File: src/rtl/ov7670_pkg.sv
// Shared defaults and FSM state type for the OV7670 capture path.
package ov7670_pkg;

  localparam int H_PIXELS_DEF = 320;
  localparam int V_LINES_DEF  = 240;
  localparam int ADDR_W_DEF   = 17;

  typedef enum logic [1:0] {
    ST_IDLE    = 2'd0,
    ST_SYNC    = 2'd1,
    ST_CAPTURE = 2'd2
  } cap_state_t;

endpackage

File: src/rtl/sync_edge_detect.sv
// Registers one camera sync input and flags its rising/falling edges
// against the previous registered value.
module sync_edge_detect (
  input  logic clk,
  input  logic rst,
  input  logic din,
  output logic q,
  output logic rise,
  output logic fall
);

  logic q_prev;

  always_ff @(posedge clk or posedge rst) begin
    if (rst) begin
      q      <= '0;
      q_prev <= '0;
    end else begin
      q      <= din;
      q_prev <= q;
    end
  end

  assign rise = q & ~q_prev;
  assign fall = ~q & q_prev;

endmodule

File: src/rtl/ov7670_capture.sv
// OV7670 RGB565 capture: assembles byte pairs into pixels and writes them
// to a linear frame buffer, tracking line/frame boundaries from href/vsync.
module ov7670_capture
  import ov7670_pkg::*;
#(
  parameter int H_PIXELS = H_PIXELS_DEF,
  parameter int V_LINES  = V_LINES_DEF,
  parameter int ADDR_W   = ADDR_W_DEF
) (
  input  logic              clk,
  input  logic              rst,
  input  logic              config_finished,
  input  logic              vsync,
  input  logic              href,
  input  logic [7:0]        d,
  output logic [ADDR_W-1:0] addr,
  output logic [15:0]       dout,
  output logic              we,
  output logic              frame_done,
  output logic              line_err,
  output logic [7:0]        frame_cnt
);

  localparam int COL_W = $clog2(H_PIXELS + 1);
  localparam int ROW_W = $clog2(V_LINES + 1);
  localparam logic [COL_W-1:0]  COL_FULL  = COL_W'(H_PIXELS);
  localparam logic [ROW_W-1:0]  ROW_LAST  = ROW_W'(V_LINES - 1);
  localparam logic [ADDR_W-1:0] LINE_STEP = ADDR_W'(H_PIXELS);

  cap_state_t state, state_nx;

  logic vsync_r, vs_rise, vs_fall;
  logic href_r, hr_rise, hr_fall;
  logic [7:0] d_r, hi_byte;
  logic phase, line_active;
  logic [COL_W-1:0] col;
  logic [ROW_W-1:0] row;
  logic [ADDR_W-1:0] line_base;
  logic start_frame, end_frame, line_end, line_start, byte_en;

  sync_edge_detect u_vsync_edge (
    .clk  (clk),
    .rst  (rst),
    .din  (vsync),
    .q    (vsync_r),
    .rise (vs_rise),
    .fall (vs_fall)
  );

  sync_edge_detect u_href_edge (
    .clk  (clk),
    .rst  (rst),
    .din  (href),
    .q    (href_r),
    .rise (hr_rise),
    .fall (hr_fall)
  );

  always_ff @(posedge clk or posedge rst) begin
    if (rst) begin
      d_r <= '0;
    end else begin
      d_r <= d;
    end
  end

  always_ff @(posedge clk or posedge rst) begin
    if (rst) begin
      state <= ST_IDLE;
    end else begin
      state <= state_nx;
    end
  end

  always_comb begin
    state_nx    = state;
    start_frame = 1'b0;
    end_frame   = 1'b0;
    line_end    = 1'b0;
    line_start  = 1'b0;
    byte_en     = 1'b0;
    if (!config_finished) begin
      state_nx = ST_IDLE;
    end else begin
      case (state)
        ST_IDLE: state_nx = ST_SYNC;
        ST_SYNC: begin
          if (vs_fall) begin
            state_nx    = ST_CAPTURE;
            start_frame = 1'b1;
          end
        end
        ST_CAPTURE: begin
          if (vs_rise) begin
            end_frame = 1'b1;
            state_nx  = ST_SYNC;
          end else if (hr_fall && line_active) begin
            line_end = 1'b1;
            if (row == ROW_LAST) begin
              end_frame = 1'b1;
              state_nx  = ST_SYNC;
            end
          // a line only counts if its href rise was seen during active video
          end else if (href_r && !vsync_r && (line_active || hr_rise)) begin
            byte_en    = 1'b1;
            line_start = hr_rise;
          end
        end
        default: state_nx = ST_IDLE;
      endcase
    end
  end

  always_ff @(posedge clk or posedge rst) begin
    if (rst) begin
      addr        <= '0;
      dout        <= '0;
      we          <= 1'b0;
      frame_done  <= 1'b0;
      line_err    <= 1'b0;
      frame_cnt   <= '0;
      hi_byte     <= '0;
      phase       <= 1'b0;
      line_active <= 1'b0;
      col         <= '0;
      row         <= '0;
      line_base   <= '0;
    end else begin
      we         <= 1'b0;
      frame_done <= end_frame;
      if (!config_finished) begin
        phase       <= 1'b0;
        line_active <= 1'b0;
        line_err    <= 1'b0;
      end
      if (start_frame) begin
        addr        <= '0;
        col         <= '0;
        row         <= '0;
        phase       <= 1'b0;
        line_base   <= '0;
        line_active <= 1'b0;
      end
      if (end_frame) begin
        frame_cnt <= frame_cnt + 8'd1;
      end
      // addr advances in the cycle after the strobe so it is stable while we=1
      if (we) begin
        addr <= addr + 1'b1;
      end
      if (line_start) begin
        line_active <= 1'b1;
      end
      if (line_end) begin
        phase       <= 1'b0;
        col         <= '0;
        row         <= row + 1'b1;
        line_base   <= line_base + LINE_STEP;
        addr        <= line_base + LINE_STEP;
        line_active <= 1'b0;
        if (col != COL_FULL || phase) begin
          line_err <= 1'b1;
        end
      end
      if (byte_en) begin
        phase <= ~phase;
        if (!phase) begin
          hi_byte <= d_r;
        end else if (col != COL_FULL) begin
          dout <= {hi_byte, d_r};
          we   <= 1'b1;
          col  <= col + 1'b1;
        end else begin
          line_err <= 1'b1;
        end
      end
    end
  end

endmodule

File: config.mk
export PLATFORM = sky130hd
export DESIGN_NAME = ov7670_capture
export DESIGN_NICKNAME = d
export VERILOG_FILES = /design/src/rtl/ov7670_pkg.sv /design/src/rtl/sync_edge_detect.sv /design/src/rtl/ov7670_capture.sv
export SDC_FILE = /design/constraint.sdc
export NUM_CORES = 1
export LEC_CHECK = 0
export ABC_CLOCK_PERIOD_IN_PS = 3290
export BUFFER_PORTS_ARGS = -buffer_cell sky130_fd_sc_hd__clkbuf_2
export CORE_MARGIN = 3
export CORE_UTILIZATION = 40
export CTS_CLUSTER_SIZE = 14
export DETAILED_ROUTE_END_ITERATION = 10
export GPL_ROUTABILITY_DRIVEN = 0
export PLACE_DENSITY = 0.65
export SLEW_MARGIN = 40
export SYNTH_ARGS = -nofsm -noshare
export SYNTH_HDL_FRONTEND = slang
export SYNTH_SLANG_ARGS = --single-unit
File: constraint.sdc
create_clock -name clk -period 3.29 [get_ports clk]
set_input_delay 0.987 -clock clk [delete_from_list [all_inputs] [get_ports clk]]
set_output_delay 0.987 -clock clk [all_outputs]
set_load 0.01 [all_outputs]
### Word-level counts from Yosys, hierarchy flattened

Cells that the tools add are included.

* add/subtract/negate cells: 5
* $mul: 0
* div/mod/pow operators: 0
* order comparisons: 0
* equality and inequality tests: 9
* shift operators: 0
* muxes and demuxes: 54
* bitwise operators: 9
* reductions and logical operators: 12

Operator list (number)
* 17-bit 2-to-1 mux: 4
* 9-bit 2-to-1 mux: 5
* 1-bit 2-to-1 mux: 37
* 17-bit by 1-bit adder with 17-bit output (second input constant): 1
* 17-bit by 9-bit adder with 17-bit output (second input constant): 1
* 8-bit by 1-bit adder with 8-bit output (second input constant): 2
* 8-bit 2-to-1 mux: 2
* 2-bit 2-to-1 mux: 5
* 9-bit by 1-bit adder with 9-bit output (second input constant): 1
* 9-bit != test (second input constant): 1
* 8-bit equality test (second input constant): 1
* 4-bit by 1-bit != test with 1-bit output (second input constant): 2
* 4-bit by 3-bit != test with 1-bit output (second input constant): 2
* 2-bit one-hot mux with 3 select lines: 1
* 3-bit AND reduction: 2
* 1-bit NOT: 5
* 1-bit AND: 4
* 1-bit logical AND: 3
* 3-bit by 2-bit != test with 1-bit output (second input constant): 1
* 3-bit nonzero test: 1
* 2-bit by 1-bit equality test with 1-bit output (second input constant): 1
* 2-bit equality test (second input constant): 1
* 2-bit logical NOT: 1
* 1-bit logical OR: 2
* 3 further kinds: 3

* register bits: 102
* bits in latches: 0
* memory bits (writable): 0
* ROM bits: 0
* output and inout bits: 44
* memories: 0

### Depth between registers and ports, before layout

Gate-level depths: netlist of run 1.

* depth after elaboration: 11
* depth in mapped cells: 8
* gate-level depth less buffers: 7

### Hierarchy

A second synthesis of run 1 with hierarchy kept.

* cell total of the unflattened synthesis: 415
* area, all modules: 4605.7 um^2

Modules (own cells, without submodules)
* ov7670_capture: instances 1, cells an instance 405, area an instance 4468.0 um^2, sequential area each 2302.2 um^2
* sync_edge_detect: instances 2, cells an instance 5, area an instance 68.8 um^2, sequential area each 50.0 um^2

### Least setup slack after synthesis of run 1

No wires, ideal clock.

* kind: input to register
* start: input port config_finished
* end: register hi_byte[0]
* arrival time: 2.334 ns
* required time: 3.165 ns
* slack: 0.831 ns
* stages: 5
* buffers on the path: 1
* path through: buf_4 nand3b_4 or4b_4 nor2_8 mux2_2

* longest elaborated chain between the ends: 2

Ends and longest elaborated chain
* start, declared: line ov7670_capture.sv:12 `input logic config_finished,`
* 1-bit 2-to-1 mux: line ov7670_capture.sv:82 `if (!config_finished) begin`
* 2-bit AND reduction (no line)
* end signal, assigned: line ov7670_capture.sv:168 `hi_byte <= d_r;`
* end, declared: line ov7670_capture.sv:34 `logic [7:0] d_r, hi_byte;`

No other way between the ends.
A chain may end at the register's enable or synchronous reset.

### Worst setup path after layout of run 1

* start: input port config_finished
* end: register col[6]

* longest elaborated chain between the ends: 6
* elaborated cells on any way between the ends: 8
* classes of those cells: mux: 8

Ends and longest elaborated chain
* 1-bit 2-to-1 mux: line ov7670_capture.sv:82
* 9-bit 2-to-1 mux: line ov7670_capture.sv:136 `if (start_frame) begin`
* 9-bit 2-to-1 mux: line ov7670_capture.sv:154 `if (line_end) begin`
* 9-bit 2-to-1 mux: line ov7670_capture.sv:169 `end else if (col != COL_FULL) begin`
* 9-bit 2-to-1 mux: line ov7670_capture.sv:167 `if (!phase) begin`
* 9-bit 2-to-1 mux (*): line ov7670_capture.sv:165 `if (byte_en) begin`
* end signal, assigned: line ov7670_capture.sv:172 `col <= col + 1'b1;`
* end, declared: line ov7670_capture.sv:36 `logic [COL_W-1:0] col;`

Mark *: on every way between the ends. The rest lies on a longest branch, timed or not.

==> results by group, run 1 <==
Clock network
  • Clock transition at the registers of the reported paths: 0.10 ns
  • Post-CTS setup buffers: 0
  • Hold Buf Count CTS: 0
  • CTS Sinks: 96
  • CTS root buf: clkbuf_8
  • CTS tree: yes
  • H-tree levels: 3
  • Post_cts resized: 0
  • CTS Buf Count: 9
  • Worst skew pair latency: 0.37 ns
  • Clock Path Buffers: 2

Setup path
  • Slowest CP cell: o311ai_0
  • Largest fanout on the critical path: 16
  • Slowest Stage Delay on Critical Path: 0.38 ns
  • WP data required: 3.53 ns
  • Worst-path cell chain: clkbuf_2 -> nand3b_4 -> nor3_4 -> nand2_2 -> buf_4 -> o311ai_0 -> o41ai_1
  • Worst R2R Path Depth: 6
  • Reg-to-reg startpoint: u_vsync_edge.q
  • FF-to-FF setup slack: 1.13 ns
  • CP Capture Type: flip-flop
  • Worst setup path class: input port to flip-flop
  • Critical R2R Capture: col[6]
  • Worst path bufs/invs: 2
  • Cell family with most CP delay: simple AND/OR/NAND/NOR gates
  • Crit start category: input port
  • CP Data Arrival Time: 2.66 ns

Global route
  • First-pass GRT wire length: 15.21 mm
  • Initial antenna violation count: 0
  • GRT Total Usage: 0.1590
  • Gr ovfl total: 0
  • Vias in the first global route: 3088
  • Largest net degree at the start of global routing: 97

Pwr
  • Power Density: 406.5 mW/mm^2
  • Leakage dissipation: 2.473 nW
  • Clk network pwr share: 0.364
  • Seq pwr share: 0.601
  • Total Power: 2.025 mW
  • Pint: 1.514 mW
  • Switching share of power: 0.2523
  • Max VDD drop: 0.0002253 V
  • Switching Power: 511.0 uW
  • Gate power share: 0.035

Yosys
  • Number of synthesized flops with an enable pin: 0
  • Synth Area in Adders: 0.01729
  • Synth Area in Simple Gates: 0.2311
  • Cell taking the most area after synthesis: dfrtp_1
  • Yosys cell types: 52
  • Largest family of logic cells by synthesized area: simple AND/OR/NAND/NOR gates
  • Mapped Cells: 427
  • Fraction of registers with async set/reset: 1.000
  • Cell Area, Synth: 0.004343 sq mm
  • Mux cell area share after synthesis: 0.02564
  • Top cells by area, synth: dfrtp_1 (55%), nand2_1 (8.1%), o21ai_0 (4.1%), nand3_1 (3.0%), xnor2_1 (2.4%)
  • Synth Area in Compound Gates: 0.1150
  • Yosys warns: 0
  • Top cell type's share of synthesized area: 0.5532
  • #FFs+latches synth: 96
  • Synth Net Count: 446
  • XOR/XNOR Fraction of Synth Area: 0.03630
  • Syn avg cell area: 10.17 sq um
  • Ys flop type: dfrtp_1
  • Sequential area share after synthesis: 0.5532

Detailed routing
  • Avg WL per Cell: 14.42 um
  • DRC viols: 0
  • Drt pass-1 iters: 4
  • Drt via density: 5.278
  • Final ANT Viol Nets: 0
  • Via count: 3320
  • Initial DRC count: 241
  • Final wirelength: 9.068 mm

Die
  • # IOs: 57
  • Row count: 37
  • Die Width: 110.2 um
  • Die H: 110.2 um
  • Die area: 0.01214 sq mm
  • Initial Utilization: 0.4151
  • Core area: 0.01046 sq mm

Final layout
  • NumNets Final: 507
  • ANT cells: 0
  • Leading cell types in the layout, fill and taps excluded: dfrtp_1 (96), nand2_1 (94), clkbuf_2 (56)
  • Layout cell share with drive strength beyond 1: 0.2069
  • FILL cells: 1026
  • Commonest non-fill, non-tap cell in the layout: dfrtp_1
  • Layout area overhead: 14.69%

STA
  • Final Cycle Share: 0.7370
  • Clk_skew: 0.01338 ns
  • Count of final hold-check violations: 0
  • Final WS setup: 0.8652 ns
  • Endpoints failing setup: 0
  • Slew Limit Fails: 0
  • Tmin final: 2.425 ns
  • WHS: 0.4728 ns
  • Worst-Margin Slew: 0.7298 ns
  • RSZ-0062 raised after global routing: false
  • Setup TNS: 0 ns
  • Rel. slew slack: 0.5134
  • FMAX: 412.4 MHz

Hold path
  • HP Start: d_r[3]
  • Hold Path Class: flip-flop to flip-flop
  • WHS Path Cells: 2
  • Hold Crit Endpoint: dout[3]

Placement
  • Final HPWL DP: 6.239 mm
  • IO Port Bufs: 56
  • Setup slack at placement: 0.4627 ns

Status
  • Outcome: completed

Run
  • Max-Cap Viols: 0
==> cells in the mapped netlist (all sizes together), types with 7 or more instances <==
library cell,count
nand2,95
dfrtp,96
mux2,9
a21oi,7
buf,7
o21ai,37
nand4,15
nand3,26
xnor2,12
clkbuf,7
and3,7
nor2,25
==> metrics by stage <==
step                cells  instance area, sq um    util
detailed placement    613                  4798  0.4586
finish                629                  4981  0.4761
floorplan             427                  4347       -
CTS                   629                  4981  0.4761
global route          629                  4981  0.4761
global placement      613                  4798  0.4586
==> registers in the layout (all words and copies together), names as in the netlist <==
register,cells
addr,17
frame_done,1
hi_byte,8
frame_cnt,8
row,8
dout,16
col,9
u_vsync_edge.q,1
u_vsync_edge.q_prev,1
we,1
u_href_edge.q,1
phase,1
line_active,1
u_href_edge.q_prev,1
line_base,11
d_r,8
line_err,1
state,2
==> how the worst max path moves through the flow <==
| stage | startpoint | end | depth (start not counted) |
|---|---|---|---|
| floorplan | config_finished | hi_byte[0] | 5 |
| global placement | config_finished | col[6] | 7 |
| detailed placement | config_finished | col[6] | 7 |
| CTS | config_finished | col[6] | 7 |
| global route | config_finished | col[6] | 7 |
| finish | config_finished | col[6] | 7 |
==> tightest hold or removal path, cell delays in order, from the launching register on <==
cell	delay, ns
dfrtp_1	0.35
nand2_1	0.05
nand2_1	0.04
==> cells by family after synthesis <==
kind of cell | after synthesis
DFF | 96
buffers and inverters | 20
AOI/OAI and AO/OA | 77
adders and majority gates | 6
xor gates and xnor gates | 18
and+or+nand+nor | 200
muxes | 10
==> per-layer routing <==
metal | vias to the layer above | part of all wire | global-route usage
met5 | - | 0 | 0
met4 | 0 | 0.012 | 0.04749
met3 | 10 | 0.048 | 0.03669
met2 | 62 | 0.47 | 0.2439
met1 | 1613 | 0.47 | 0.2257
li1 | 1635 | - | -
==> final cells by class <==
cell class	instances	area [sq um]	area share
timing repair buffer	64	352.8	0.07084
tap	136	170.2	0.03416
multi-input combinational	311	1847	0.3708
sequential	96	2402	0.4823
inverter	6	26.28	0.005275
clock inverter	7	58.81	0.01181
clock buffer	9	123.9	0.02487
==> power by group through the flow <==
stage / registers [mW] / logic (mW) / clock network, mW
floorplan: 1.24 / 0.0464 / 0
global placement: 1.24 / 0.0722 / 0
detailed placement: 1.24 / 0.0741 / 0
CTS: 1.22 / 0.0741 / 0.760
global route: 1.22 / 0.0828 / 0.817
finish: 1.22 / 0.0712 / 0.737
No activity file was read; power rests on OpenSTA's default activity.
==> run 2, diff against run 1 <==
ABC_CLOCK_PERIOD_IN_PS = 2200   (was 3290)
clock period = 2.2 ns   (was 3.29 ns; I/O delays follow)
==> results by group, run 2 (same netlist as run 1, synthesis figures left out) <==
Status
  • Outcome: completed

Final layout
  • Layout cell share with drive strength beyond 1: 0.2211
  • Post-layout util: 0.4890
  • Largest register FFs: 17
  • Register area: 0.002402 sq mm
  • Leading cell types in the layout, fill and taps excluded: dfrtp_1 (96), nand2_1 (94), clkbuf_2 (56)
  • Post-route cell area: 0.005116 sq mm
  • Cell Count, Final, Fillers Out: 638
  • NumNets Final: 516
  • FILL cells: 1007
  • ANT cells: 0
  • Commonest non-fill, non-tap cell in the layout: dfrtp_1
  • Area of the multi-input gates: 0.001854 sq mm
  • Layout area overhead: 17.80%
  • Top flop regs: addr: 17 flops, dout: 16 flops, line_base: 11 flops
  • Largest reg by FF count: addr

Clock network
  • CTS root buf: clkbuf_8
  • Post-CTS setup buffers: 0
  • CTS tree: yes
  • Post_cts resized: 0
  • H-tree levels: 3
  • Clock Path Buffers: 2
  • Clock transition at the registers of the reported paths: 0.11 ns
  • Hold Buf Count CTS: 0
  • CTS Buf Count: 9
  • CTS Sinks: 96
  • Worst skew pair latency: 0.38 ns

Placement
  • Final HPWL DP: 6.508 mm
  • DP Area: 0.004911 sq mm
  • IO Port Bufs: 56
  • Setup slack at placement: 0.02544 ns
  • Cells after DPL: 622

Setup path
  • CP Data Arrival Time: 2.19 ns
  • Worst setup path class: flip-flop to flip-flop
  • CP Capture Type: flip-flop
  • WP data required: 2.46 ns
  • Largest fanout on the critical path: 17
  • Crit start category: flip-flop

Die
  • Die area: 0.01214 sq mm
  • Core area: 0.01046 sq mm
  • Die H: 110.2 um
  • Row count: 37
  • Initial Utilization: 0.4151
  • # IOs: 57
  • Die Width: 110.2 um

Detailed routing
  • Initial DRC count: 265
  • DRC viols: 0
  • Drt pass-1 iters: 4
  • Drt via density: 5.361
  • Final wirelength: 9.348 mm
  • Via count: 3420
  • Avg WL per Cell: 14.65 um
  • Final ANT Viol Nets: 0

Global route
  • GRT Total Usage: 0.1651
  • Largest net degree at the start of global routing: 30
  • Initial antenna violation count: 0
  • Vias in the first global route: 3265
  • Gr ovfl total: 0
  • First-pass GRT wire length: 15.74 mm

STA
  • Slew Limit Fails: 0
  • Setup TNS: 0 ns
  • Final WS setup: 0.2695 ns
  • FMAX: 518.0 MHz
  • Count of final hold-check violations: 0
  • Endpoints failing setup: 0
  • RSZ-0062 raised after global routing: false
  • Final Cycle Share: 0.8775
  • Rel. slew slack: 0.5735
  • Worst-Margin Slew: 0.6377 ns
  • Tmin final: 1.931 ns
  • Clk_skew: 0.01725 ns
  • WHS: 0.3309 ns

Run
  • Max-Cap Viols: 0

Hold path
  • Hold Path Class: input port to asynchronous set/reset pin

Pwr
  • Leakage dissipation: 2.552 nW
  • Max VDD drop: 0.0003796 V
  • Total Power: 3.129 mW
  • Power Density: 611.7 mW/mm^2
==> run 2: layer usage <==
| layer | track usage | up-vias | share of wire |
|---|---|---|---|
| met2 | 0.2630 | 70 | 0.48 |
| met5 | 0 | - | 0 |
| met4 | 0.06860 | 0 | 0.020 |
| li1 | - | 1643 | - |
| met3 | 0.03786 | 13 | 0.043 |
| met1 | 0.2173 | 1694 | 0.46 |
==> run 2: worst max-delay path: stages (launching register included) <==
cell	delay (ns)
dfrtp_1	0.46
and2b_1	0.31
nor3_2	0.11
a211oi_4	0.58
o21ai_0	0.21
o311ai_0	0.15
==> run 2: cell type report <==
class,count,share of cell area
Clock inverter,7,0.01590
Multi-Input combinational cell,311,0.3624
Sequential cell,96,0.4696
Tap cell,136,0.03326
Inverter,6,0.005136
Clock buffer,9,0.02421
Timing Repair Buffer,73,0.08951
==> run 2: report_power, final <==
part	leakage, nW	total, mW	internal [mW]	switching, mW
logic	1.14	0.120	0.0490	0.0713
registers	1.31	1.82	1.79	0.0268
clock network	0.104	1.19	0.457	0.732
total	2.55	3.13	2.30	0.830
==> run 2: final timing paths <==
kind / start / end / slack (ns) / depth (start not counted)
setup / recovery: u_vsync_edge.q / addr[11] / 0.27 / 5
hold / removal: rst / col[2] / 0.33 / 2
setup reg to reg: u_vsync_edge.q / addr[11] / 0.27 / 5
hold reg to reg: hi_byte[7] / dout[15] / 0.47 / 2
max in group asynchronous: rst / u_href_edge.q_prev / 1.34 / 3
min in group clk: d[6] / d_r[6] / 0.38 / 1
==> run 3, diff against run 2 <==
ABC_AREA = 1   (was default)
CAP_MARGIN = 30   (was default)
==> results by group, run 3 <==
Status
  • Outcome: completed

Setup path
  • Largest fanout on the critical path: 30
  • CP Data Arrival Time: 2.13 ns
  • Worst path bufs/invs: 2
  • WP data required: 2.46 ns
  • Slowest CP cell: inv_2
  • Crit start category: flip-flop
  • Slowest Stage Delay on Critical Path: 0.44 ns
  • Cell family with most CP delay: simple AND/OR/NAND/NOR gates
  • Worst setup path class: flip-flop to flip-flop
  • Worst-path cell chain: inv_1 -> ha_1 -> nand4_1 -> nor2_1 -> nor2_4 -> inv_2 -> nand2_1 -> o21ai_2
  • CP Capture Type: flip-flop

Detailed routing
  • Avg WL per Cell: 12.80 um
  • Final ANT Viol Nets: 0
  • Drt pass-1 iters: 4
  • Initial DRC count: 335
  • Drt via density: 4.997
  • DRC viols: 0
  • Via count: 3938
  • Final wirelength: 10.09 mm

Final layout
  • Top flop regs: addr: 17 flops, dout: 16 flops, line_base: 11 flops
  • Cell Count, Final, Fillers Out: 788
  • NumNets Final: 659
  • Largest register FFs: 17
  • FILL cells: 1115
  • Commonest non-fill, non-tap cell in the layout: nand2_1
  • Leading cell types in the layout, fill and taps excluded: nand2_1 (172), dfrtp_1 (96), nand3_1 (80)
  • Layout cell share with drive strength beyond 1: 0.1612
  • Register area: 0.002402 sq mm
  • Layout area overhead: 15.39%
  • Area of the multi-input gates: 0.001981 sq mm
  • ANT cells: 0
  • Largest reg by FF count: addr

Clock network
  • CTS Buf Count: 9
  • CTS root buf: clkbuf_16
  • Hold Buf Count CTS: 0
  • Post-CTS setup buffers: 0
  • Clock Path Buffers: 2
  • H-tree levels: 3
  • Clock transition at the registers of the reported paths: 0.07 ns
  • Worst skew pair latency: 0.34 ns
  • CTS Sinks: 96
  • CTS tree: yes
  • Post_cts resized: 0

Global route
  • Vias in the first global route: 3820
  • Gr ovfl total: 0
  • GRT Total Usage: 0.1639
  • Initial antenna violation count: 0
  • Largest net degree at the start of global routing: 97
  • First-pass GRT wire length: 17.75 mm

Yosys
  • #FFs+latches synth: 96
  • Cell Area, Synth: 0.004765 sq mm
  • Ys flop type: dfrtp_1
  • Top cell type's share of synthesized area: 0.5042
  • Synth Net Count: 598
  • Cell taking the most area after synthesis: dfrtp_1
  • Syn avg cell area: 8.229 sq um
  • Top cells by area, synth: dfrtp_1 (50%), nand2_1 (14%), nand3_1 (8.4%), inv_1 (5.4%), o21ai_0 (3.2%)
  • Yosys cell types: 30
  • Yosys warns: 0
  • Fraction of registers with async set/reset: 1.000
  • Mapped Cells: 579
  • Synth cell count leaders: nand2_1 (172), dfrtp_1 (96), nand3_1 (80), inv_1 (69), nor2_1 (35)
  • Most common cell in the synthesized netlist: nand2_1
  • Sequential area share after synthesis: 0.5042
  • Number of synthesized flops with an enable pin: 0

Placement
  • Final HPWL DP: 7.196 mm
  • Cells after DPL: 772
  • Setup slack at placement: 0.1857 ns
  • IO Port Bufs: 56

Die
  • Initial Utilization: 0.4137
  • # IOs: 57
  • Row count: 39
  • Die H: 115.1 um
  • Core area: 0.01152 sq mm
  • Die Width: 115.1 um
  • Die area: 0.01326 sq mm

STA
  • Worst-Margin Slew: 0.5796 ns
  • Tmin final: 1.868 ns
  • Slew Limit Fails: 0
  • RSZ-0062 raised after global routing: false
  • Endpoints failing setup: 0
  • Final Cycle Share: 0.8493
  • Final WS setup: 0.3316 ns
  • Clk_skew: 0.005943 ns
  • Count of final hold-check violations: 0
  • Rel. slew slack: 0.6125
  • FMAX: 535.2 MHz
  • Setup TNS: 0 ns

Pwr
  • Switching Power: 976.9 uW
  • Max VDD drop: 0.0005504 V
  • Gate power share: 0.070
  • Power Density: 696.7 mW/mm^2
  • Total Power: 3.830 mW
  • Switching share of power: 0.2550
  • Seq pwr share: 0.505
  • Leakage dissipation: 2.929 nW
  • Clk network pwr share: 0.425
  • Pint: 2.854 mW

Run
  • Max-Cap Viols: 0

Hold path
  • Hold Path Class: flip-flop to flip-flop
-- run 3: worst paths after layout --
| kind | start | end | slack (ns) | depth (start not counted) |
|---|---|---|---|---|
| max | col[0] | dout[7] | 0.33 | 8 |
| min | u_vsync_edge.q | u_vsync_edge.q_prev | 0.38 | 0 |
| max reg2reg | col[0] | dout[7] | 0.33 | 8 |
| min reg2reg | u_vsync_edge.q | u_vsync_edge.q_prev | 0.38 | 0 |
| max in group asynchronous | rst | frame_cnt[4] | 1.39 | 3 |
| min in group asynchronous | rst | col[4] | 0.45 | 3 |
-- run 3: final cells by class --
| cell class | instances | share of cell area |
|---|---|---|
| multi-input combinational | 397 | 0.3603 |
| timing repair buffer | 63 | 0.06281 |
| sequential | 96 | 0.4370 |
| clock inverter | 7 | 0.01593 |
| tap | 143 | 0.03254 |
| inverter | 73 | 0.05052 |
| clock buffer | 9 | 0.04096 |
-- run 3: cells by family (layout without fill, tap and decap cells) --
logic type | Yosys count | after routing | synth area share
buffers and inverters | 86 | 152 | 0.08009
AO/OA/AOI/OAI | 56 | 56 | 0.06933
AND/OR/NAND/NOR | 317 | 317 | 0.2975
flip-flops | 96 | 96 | 0.5042
adder cells (fa/ha/maj) | 6 | 6 | 0.01576
XOR/XNOR | 18 | 18 | 0.03309
-- run 3: per-stage QoR --
stage                     cell area [sq um]  hold slack (ns)    util
final                                  5498           0.3842  0.4774
after global routing                   5498           0.3939  0.4774
after CTS                              5498           0.3833  0.4774
after detailed placement               5185           0.3662  0.4502
after global placement                 5185           0.3688  0.4502
after floorplan                        4768           0.3537       -
-- run 3: power by group through the flow --
| stage | clock [mW] | combinational (mW) | sequential [mW] |
|---|---|---|---|
| global route | 1.74 | 0.314 | 1.95 |
| detailed placement | 0 | 0.274 | 1.97 |
| CTS | 1.67 | 0.275 | 1.93 |
| finish | 1.63 | 0.269 | 1.93 |
| floorplan | 0 | 0.194 | 1.95 |
| global placement | 0 | 0.267 | 1.96 |
-- run 3: metal layers --
| layer | share of wire | up-vias | track usage |
|---|---|---|---|
| met4 | 0.010 | 0 | 0.04304 |
| met1 | 0.46 | 1876 | 0.2190 |
| li1 | - | 1972 | - |
| met5 | 0 | - | 0 |
| met3 | 0.053 | 10 | 0.04158 |
| met2 | 0.48 | 80 | 0.2670 |
